===== src/rtl/wasca_avmm_block_mover_pkg.sv =====
// Shared op codes and FSM state encoding for the AVMM block mover.
package wasca_avmm_block_mover_pkg;

  localparam logic [1:0] OP_FILL  = 2'b00;
  localparam logic [1:0] OP_COPY  = 2'b01;
  localparam logic [1:0] OP_CHECK = 2'b10;
  localparam logic [1:0] OP_RSVD  = 2'b11;

  typedef enum logic [2:0] {
    ST_IDLE,
    ST_FILL,
    ST_CP_RD,
    ST_CP_WR,
    ST_CK_RD,
    ST_CK_LAST,
    ST_FIN
  } state_t;

endpackage


===== src/rtl/wasca_avmm_range_ctr.sv =====
// Range walker: one word index added to a source and a destination base,
// plus a down-counter whose last flag marks the final word of the range.
// Everything freezes while en_i is low so a stalled bus resumes in place.
module wasca_avmm_range_ctr #(
  parameter int AW = 12
) (
  input  logic          clk,
  input  logic          rst,
  input  logic          en_i,
  input  logic          load_i,
  input  logic          step_i,
  input  logic [AW-1:0] src_i,
  input  logic [AW-1:0] dst_i,
  input  logic [AW:0]   len_i,
  output logic [AW-1:0] src_addr_o,
  output logic [AW-1:0] dst_addr_o,
  output logic          last_o
);

  logic [AW-1:0] src_q, dst_q, idx_q;
  logic [AW:0]   cnt_q;

  // Latch bases and count on command accept, then walk one word per step
  always_ff @(posedge clk or posedge rst) begin
    if (rst) begin
      src_q <= '0;
      dst_q <= '0;
      idx_q <= '0;
      cnt_q <= '0;
    end else if (en_i) begin
      if (load_i) begin
        src_q <= src_i;
        dst_q <= dst_i;
        idx_q <= '0;
        cnt_q <= len_i;
      end else if (step_i) begin
        idx_q <= idx_q + AW'(1);
        cnt_q <= cnt_q - (AW+1)'(1);
      end
    end
  end

  assign src_addr_o = src_q + idx_q;
  assign dst_addr_o = dst_q + idx_q;
  assign last_o     = (cnt_q == (AW+1)'(1));

endmodule


===== src/rtl/wasca_avmm_block_mover.sv =====
// Avalon-MM master that fills, copies or checks a word range of a
// single-port on-chip RAM (read latency 1, clken-gated). One command at a time.
module wasca_avmm_block_mover
  import wasca_avmm_block_mover_pkg::*;
#(
  parameter int AW    = 12,
  parameter int DEPTH = 2560
) (
  input  logic          clk,
  input  logic          reset,
  input  logic          cmd_valid,
  output logic          cmd_ready,
  input  logic [1:0]    cmd_op,
  input  logic [AW-1:0] cmd_src,
  input  logic [AW-1:0] cmd_dst,
  input  logic [AW:0]   cmd_len,
  input  logic [31:0]   cmd_pattern,
  input  logic          hold,
  output logic          done,
  output logic          err,
  output logic [AW-1:0] mismatch_addr,
  output logic [AW-1:0] avm_address,
  output logic [3:0]    avm_byteenable,
  output logic          avm_chipselect,
  output logic          avm_write,
  output logic [31:0]   avm_writedata,
  output logic          avm_clken,
  output logic          avm_reset_req,
  input  logic [31:0]   avm_readdata
);

  localparam logic [AW+1:0] DEPTH_W = (AW+2)'(DEPTH);

  state_t        state_q;
  logic [31:0]   pat_q;
  logic          err_q;
  logic          cmp_vld_q;
  logic [AW-1:0] cmp_addr_q;
  logic [AW-1:0] mm_addr_q;

  logic          en, accept, step, last, range_bad, rd_miss;
  logic [AW-1:0] src_addr, dst_addr;
  logic [AW+1:0] dst_end, src_end;

  assign en     = ~hold;
  assign accept = (state_q == ST_IDLE) && cmd_valid && en;
  assign step   = (state_q == ST_FILL) || (state_q == ST_CP_WR) || (state_q == ST_CK_RD);

  // End addresses are computed two bits wider so a range can never wrap past zero
  assign dst_end   = {2'b00, cmd_dst} + {1'b0, cmd_len};
  assign src_end   = {2'b00, cmd_src} + {1'b0, cmd_len};
  assign range_bad = (cmd_op == OP_RSVD) || (dst_end > DEPTH_W) ||
                     ((cmd_op == OP_COPY) && (src_end > DEPTH_W));

  // Read data of the previous CHECK read is valid whenever cmp_vld_q is set
  assign rd_miss = cmp_vld_q && (avm_readdata != pat_q);

  wasca_avmm_range_ctr #(.AW(AW)) u_range (
    .clk        (clk),
    .rst        (reset),
    .en_i       (en),
    .load_i     (accept),
    .step_i     (step),
    .src_i      (cmd_src),
    .dst_i      (cmd_dst),
    .len_i      (cmd_len),
    .src_addr_o (src_addr),
    .dst_addr_o (dst_addr),
    .last_o     (last)
  );

  // Command sequencer: accept, walk the range, compare CHECK data, report
  always_ff @(posedge clk or posedge reset) begin
    if (reset) begin
      state_q    <= ST_IDLE;
      pat_q      <= '0;
      err_q      <= 1'b0;
      cmp_vld_q  <= 1'b0;
      cmp_addr_q <= '0;
      mm_addr_q  <= '0;
    end else if (en) begin
      unique case (state_q)
        ST_IDLE: begin
          if (cmd_valid) begin
            pat_q     <= cmd_pattern;
            err_q     <= 1'b0;
            mm_addr_q <= '0;
            cmp_vld_q <= 1'b0;
            if (range_bad) begin
              err_q   <= 1'b1;
              state_q <= ST_FIN;
            end else if (cmd_len == '0) begin
              state_q <= ST_FIN;
            end else begin
              case (cmd_op)
                OP_FILL: state_q <= ST_FILL;
                OP_COPY: state_q <= ST_CP_RD;
                default: state_q <= ST_CK_RD;
              endcase
            end
          end
        end
        ST_FILL:  if (last) state_q <= ST_FIN;
        ST_CP_RD: state_q <= ST_CP_WR;
        ST_CP_WR: state_q <= last ? ST_FIN : ST_CP_RD;
        ST_CK_RD: begin
          if (rd_miss && !err_q) begin
            err_q     <= 1'b1;
            mm_addr_q <= cmp_addr_q;
          end
          cmp_vld_q  <= 1'b1;
          cmp_addr_q <= dst_addr;
          if (last) state_q <= ST_CK_LAST;
        end
        ST_CK_LAST: begin
          if (rd_miss && !err_q) begin
            err_q     <= 1'b1;
            mm_addr_q <= cmp_addr_q;
          end
          cmp_vld_q <= 1'b0;
          state_q   <= ST_FIN;
        end
        ST_FIN:  state_q <= ST_IDLE;
        default: state_q <= ST_IDLE;
      endcase
    end
  end

  // Bus cycle decode; COPY writes the slave's read data straight back out
  always_comb begin
    avm_chipselect = 1'b0;
    avm_write      = 1'b0;
    avm_address    = '0;
    avm_writedata  = '0;
    case (state_q)
      ST_FILL: begin
        avm_chipselect = 1'b1;
        avm_write      = 1'b1;
        avm_address    = dst_addr;
        avm_writedata  = pat_q;
      end
      ST_CP_RD: begin
        avm_chipselect = 1'b1;
        avm_address    = src_addr;
      end
      ST_CP_WR: begin
        avm_chipselect = 1'b1;
        avm_write      = 1'b1;
        avm_address    = dst_addr;
        avm_writedata  = avm_readdata;
      end
      ST_CK_RD: begin
        avm_chipselect = 1'b1;
        avm_address    = dst_addr;
      end
      default: ;
    endcase
  end

  // done is masked by hold so a stall in FIN postpones the single pulse
  assign done           = (state_q == ST_FIN) && en;
  assign err            = done && err_q;
  assign cmd_ready      = (state_q == ST_IDLE) && en;
  assign mismatch_addr  = mm_addr_q;
  assign avm_clken      = en;
  assign avm_byteenable = 4'hF;
  assign avm_reset_req  = 1'b0;

endmodule

===== config.mk =====
export PLATFORM = sky130hd
export DESIGN_NAME = wasca_avmm_block_mover
export DESIGN_NICKNAME = d
export VERILOG_FILES = /design/src/rtl/wasca_avmm_block_mover_pkg.sv /design/src/rtl/wasca_avmm_range_ctr.sv /design/src/rtl/wasca_avmm_block_mover.sv
export SDC_FILE = /design/constraint.sdc
export NUM_CORES = 1
export LEC_CHECK = 0
export ABC_AREA = 1
export ABC_CLOCK_PERIOD_IN_PS = 3600
export BUFFER_PORTS_ARGS = -buffer_cell sky130_fd_sc_hd__buf_2
export CAP_MARGIN = 10
export CORE_MARGIN = 1.5
export CORE_UTILIZATION = 26
export DETAILED_ROUTE_END_ITERATION = 6
export PLACE_DENSITY = 0.45
export SETUP_SLACK_MARGIN = 0.1
export SKIP_LAST_GASP = 1
export SYNTH_ARGS = -nofsm -noshare
export SYNTH_HDL_FRONTEND = slang
export SYNTH_SLANG_ARGS = --single-unit

===== constraint.sdc =====
create_clock -name clk -period 3.6 [get_ports clk]
set_clock_uncertainty 0.05 [all_clocks]
set_input_delay 0.72 -clock clk [delete_from_list [all_inputs] [get_ports clk]]
set_output_delay 0.72 -clock clk [all_outputs]
set_load 0.02 [all_outputs]

Word level (Yosys, flattened, before mapping)
Cells that the tools add are included.
W data, S select, Z words.
- flip-flop bits (word level): 110
- bits of input ports: 107
- output and inout bits: 67
- word-level logic and storage cells: 88
- add/sub/neg operators: 6
- magnitude comparators: 2
- equal/unequal tests: 14
- muxes and demuxes: 25
- bitwise operators: 1
- reductions and logical operators: 30
- operators by type and width (cell ; number):
    $pmux W32 S2 ; 1
    $mux W12 ; 4
    $pmux W12 S2 ; 2
    $ne A32 B32 Y1 ; 1
    $add A12 B13 Y14 ; 2
    $gt A14 B12 Y1 const B ; 2
    $mux W13 ; 2
    $add A12 B12 Y12 ; 2
    $mux W3 ; 6
    $pmux W3 S6 ; 1
    $eq A13 B1 Y1 const B ; 1
    $logic_not A13 Y1 ; 1
    $sub A13 B1 Y13 const B ; 1
    $add A12 B1 Y12 const B ; 1
    $eq A3 B3 Y1 const B ; 3
    $logic_and A1 B1 Y1 ; 8
    $reduce_and A4 Y1 ; 2
    $eq A3 B2 Y1 const B ; 2
    $mux W1 ; 6
    $ne A2 B2 Y1 const B ; 3
    $pmux W3 S2 ; 1
    $reduce_and A2 Y1 ; 3
    $reduce_and A3 Y1 ; 2
    $logic_or A1 B1 Y1 ; 4
    15 further kinds ; 17

Logic depth before layout (Yosys ltp)
- word-level depth: 7
- depth in mapped cells: 19
- mapped depth without buffers: 19

Hierarchy
A second synthesis with hierarchy kept.
- cells, all modules: 1320
- area, all modules: 8662.1 sq um
- modules (own cells, without submodules) (module ; instances ; cells an instance ; area an instance (sq um) ; seq. area each (sq um)):
    wasca_avmm_block_mover ; 1 ; 792 ; 5054.8 ; 1526.5
    wasca_avmm_range_ctr ; 1 ; 528 ; 3607.2 ; 1226.2

Least setup slack after synthesis
OpenSTA, ideal clock, no wires.
- path type: register to output
- start: register u_range.idx_q[0]
- end: output avm_address[8]
- data arrival time: 2.061 ns
- required time: 2.830 ns
- path slack: 0.769 ns
- cell stages (with the launch flop): 14
- path buffers: 0
- cells stage by stage: dfrtp_1 ha_1 fa_1 nand3_1 nand2_1 nand2_1 nand2_1 nand2_1 a21oi_1 o21ai_0 nand2_1 a21oi_1 o21ai_0 o21ai_0
- longest elaborated chain between the ends: 2
- elaborated cells on any way between the ends: 3
- classes of those cells: 2 x add/sub; 1 x mux
- ends and longest elaborated chain (element ; RTL line ; source):
    start, declared ; wasca_avmm_range_ctr.sv:20 ; logic [AW-1:0] src_q, dst_q, idx_q;
    start signal, assigned ; wasca_avmm_range_ctr.sv:37 ; idx_q <= idx_q + AW'(1);
    $add A12 B12 Y12, on equally long branches ; wasca_avmm_range_ctr.sv:44, wasca_avmm_range_ctr.sv:43 ;
    $pmux W12 S2 * ; wasca_avmm_block_mover.sv:135 ; case (state_q)
    end, declared ; wasca_avmm_block_mover.sv:22 ; output logic [AW-1:0] avm_address,
Every way passes the cells marked *; elsewhere a longest branch is shown, timed or not.

Worst setup path after layout
- start: register u_range.idx_q[1]
- end: output avm_address[11]
Same word-level chain as after synthesis.

==> summary.md <==
| Metric | Value |
|---|---|
| CP Capture Type | output pin |
| FILL cells | between 3k and 4k |
| Fmax | between 200 and 300 MHz |
| Post-layout nets | roughly 1.5k |
| Largest net degree at the start of global routing | between 100 and 150 |
| Grt total ovfl | 0 |
| GRT Util Overall | 0.167 |
| Worst EP arrival | between 2000 and 3000 ps |
| Sequential share of the synthesized area | 0.332 |
| CTS tree | done |
| Final core utilization | 0.317 |
| Crit-path slowest cell | dfrtp_1 |
| Crit path kind | reg -> out |
| Most frequent cells in the layout | 411 x nand2_1, 167 x buf_2, 141 x inv_1 |
| DRT antenna net count | 0 |
| RSZ-0062 raised after global routing | yes |
| Avg Cell Area, Syn | between 6 and 7 µm² |
| Worst slew margin | 0.392 |
| Bufs and invs on worst path | 2 |
| Initial antenna violation count | 5 |
| Synth cell types | 54 |
| Synth Area in Adders | 0.0837 |
| Slowest Stage Delay on Critical Path | roughly 500 ps |
| Switch Pwr | ~2.8 mW |
| Final setup fails | 0 |
| Clock transition at path regs | 80 ps |
| Residual DRC | 0 |
| Simple-Gate Fraction of Synth Area | 0.328 |
| Worst-skew pair later-pin latency | ~360 ps |
| Crit path launch type | flop |
| Max Cap Violations | 0 |
| Rows | between 60 and 70 |
| CP Max Fanout | 7 |
| Setup tns final | 0 ps |
| Hold crit path type | reg -> reg |
| Avg Vias per Cell | ~4.7 |
| Largest family of logic cells by synthesized area | simple AND/OR/NAND/NOR gates |
| Placer Congestion | about 0.84 |
| Initial DRC Count | 357 |
| Via count of the routed design | 8266 |
| Share of the synthesized area in the top cell type | 0.332 |
| Worst Path Required | around 2800 ps |
| Port Buf Inserts | 168 |
| Multiplexer share of the synthesized area | 0 |
| Clock Path Buffers | 2 |
| Synth top area cells | dfrtp_1 33%, nand2_1 19%, ha_1 7.4%, inv_1 6.4%, nand3_1 6.1% |
| Clk pwr share | 0.173 |
| Worst-Margin Slew | 911 ps |
| Fin cells | ~1.8k |
| #FFs+latches synth | 110 |
| Clock Sinks | 110 |
| Max H-tree Level | 3 |
| Share of cells above drive strength 1 | 0.173 |
| Slew Viols, Final | 0 |
| Most common cell after layout, fill and taps aside | nand2_1 |
| Comb pwr share | 0.483 |
| Area Overhead vs Synth | 20.5% |
| Die W | around 180 µm |
| Maximum vdd drop | around 0.25 mV |
| Avg WL per Cell | approximately 15 µm |
| IO Count | 174 |
| Initial Util | 0.263 |
| Fin crit period | between 3000 and 4000 ps |
| Placed cell count | ~1.8k |
| Clk Tree Root Cell | clkbuf_16 |
| Netlist area before placement | 8280 µm² |
| Cts bufs inserted | 9 |
| First-pass GRT wire length | about 44000 µm |
| Die area | 32900 µm² |
| DR pass1 iterations | 4 |
| Vias in the first global route | approximately 8k |
| Power per cell area | 627 nW/µm² |
| Cell Int Power | approximately 3.5 mW |
| Mapped Cells | 1204 |
| Final Hold Fails | 0 |
| Pleak | 5.31 nW |
| Seq pwr share | 0.344 |
| Status | completed |
| Crit path cell chain | ha_1, nand3_1, nand2_2, a21oi_4, o21ai_1, nand2_1, inv_1, o21ai_0, nand2_1, or2_1, nand3_1, o21ai_1, buf_2 |
| Synth Area in Compound Gates | 0.119 |
| Crit-path leading delay family | simple AND/OR/NAND/NOR gates |
| Detail Placement HPWL | around 22000 µm |
| Switching Share | 0.444 |
| Final worst-path cycle share | 0.929 |
| XOR/XNOR share of the synthesized area | 0.0476 |
| CORE AREA | between 30000 and 40000 µm² |
| Total routed wirelength | ~27000 µm |
| Warnings from Yosys | 0 |
| Die Y | 181 µm |
| Largest area contributor in the netlist | dfrtp_1 |
[worst paths after layout]
| kind | startpoint | end | slack, ps | depth (start not counted) |
|---|---|---|---|---|
| min in group asynchronous | reset | pat_q[7] | 460 | 3 |
| max in group asynchronous | reset | u_range.idx_q[0] | 2520 | 3 |
| setup / recovery | u_range.idx_q[1] | avm_address[11] | 250 | 13 |
| setup reg to reg | state_q[1] | u_range.idx_q[11] | 1090 | 16 |
| hold / removal | cmp_vld_q | cmp_vld_q | 420 | 2 |
| hold reg to reg | cmp_vld_q | cmp_vld_q | 420 | 2 |
[tightest hold or removal path, cell delays in order, from the launching register on]
cell     delay, ps
dfrtp_1        340
nand2_1         50
nand2_1         50
[synthesized netlist by cell type, drive strengths merged]
cell / number
nand2: 413
inv: 147
dfrtp: 110
nand3: 101
o21ai: 82
nor2: 70
ha: 49
a21oi: 47
xor2: 29
nand4: 22
clkbuf: 19
buf: 17
xnor2: 16
o22ai: 12
nor3: 11
o211ai: 8
nor4: 6
o221ai: 6
fa: 4
a31oi: 3
and2: 3
nand3b: 3
o311ai: 3
a22o: 2
and3: 2
clkinv: 2
conb: 2
nor3b: 2
or2: 2
a2111oi: 1
a21boi: 1
a21o: 1
a221o: 1
a221oi: 1
a22oi: 1
a32o: 1
o2111ai: 1
o21bai: 1
o31ai: 1
or3: 1
[cell families (layout without fill, tap and decap cells)]
group	Yosys count	after routing
fa+ha+maj	53	53
buf+inv	185	347
compound gates	173	173
simple gates	636	636
xor+xnor	45	45
other cells	2	10
flops	110	110
[power groups by stage]
stage | sequential (mW) | combinational (mW) | clock (mW)
after floorplan | 2.03 | 2.15 | 0
after global placement | 2.15 | 2.95 | 0
after detailed placement | 2.16 | 2.94 | 0
after CTS | 2.15 | 2.97 | 1.12
after global routing | 2.23 | 3.42 | 1.17
final | 2.15 | 3.02 | 1.08
[stage by stage]
stage	total power, mW	cell area [µm²]	hold WS (ps)	setup WS (ps)
2_1_floorplan	4.18	8290	384	769
3_3_place_gp	5.10	9570	397	449
3_5_place_dp	5.10	9570	406	437
4_1_cts	6.24	9890	424	106
5_1_grt	6.82	9970	466	92.7
6_report	6.25	9970	422	255
[state kept, by name (all words and copies together) (netlist names)]
signal,count
state_q,3
cmp_vld_q,1
u_range.idx_q,12
u_range.src_q,12
err_q,1
mismatch_addr,12
cmp_addr_q,12
pat_q,32
u_range.dst_q,12
u_range.cnt_q,13
[layer usage]
layer / track usage / wire length [µm] / up-vias
li1: - / - / 4249
met1: 0.223 / 12900 / 3862
met2: 0.288 / 13200 / 133
met3: 0.0181 / 737 / 22
met4: 0.0443 / 406 / 0
met5: 0 / 0 / -
[layout make-up]
| cell class | count | area, µm² | share of cell area |
|---|---|---|---|
| Inverter | 149 | 564 | 0.0566 |
| Clock inverter | 6 | 75.1 | 0.00753 |
| Sequential cell | 110 | 2760 | 0.276 |
| Multi-Input combinational cell | 912 | 4860 | 0.488 |
| Timing Repair Buffer | 182 | 961 | 0.0963 |
| Antenna cell | 5 | 12.5 | 0.00125 |
| Tap cell | 402 | 503 | 0.0504 |
| Clock buffer | 10 | 239 | 0.0240 |
[what timing repair did]
item	in CTS	in global routing
setup endpoints to repair	3	3
pin swaps	0	2
buffers inserted	0	3
resized for setup	3	19
hold buffers	0	0
gates cloned	0	0
Power figures use the tool's default switching activity.
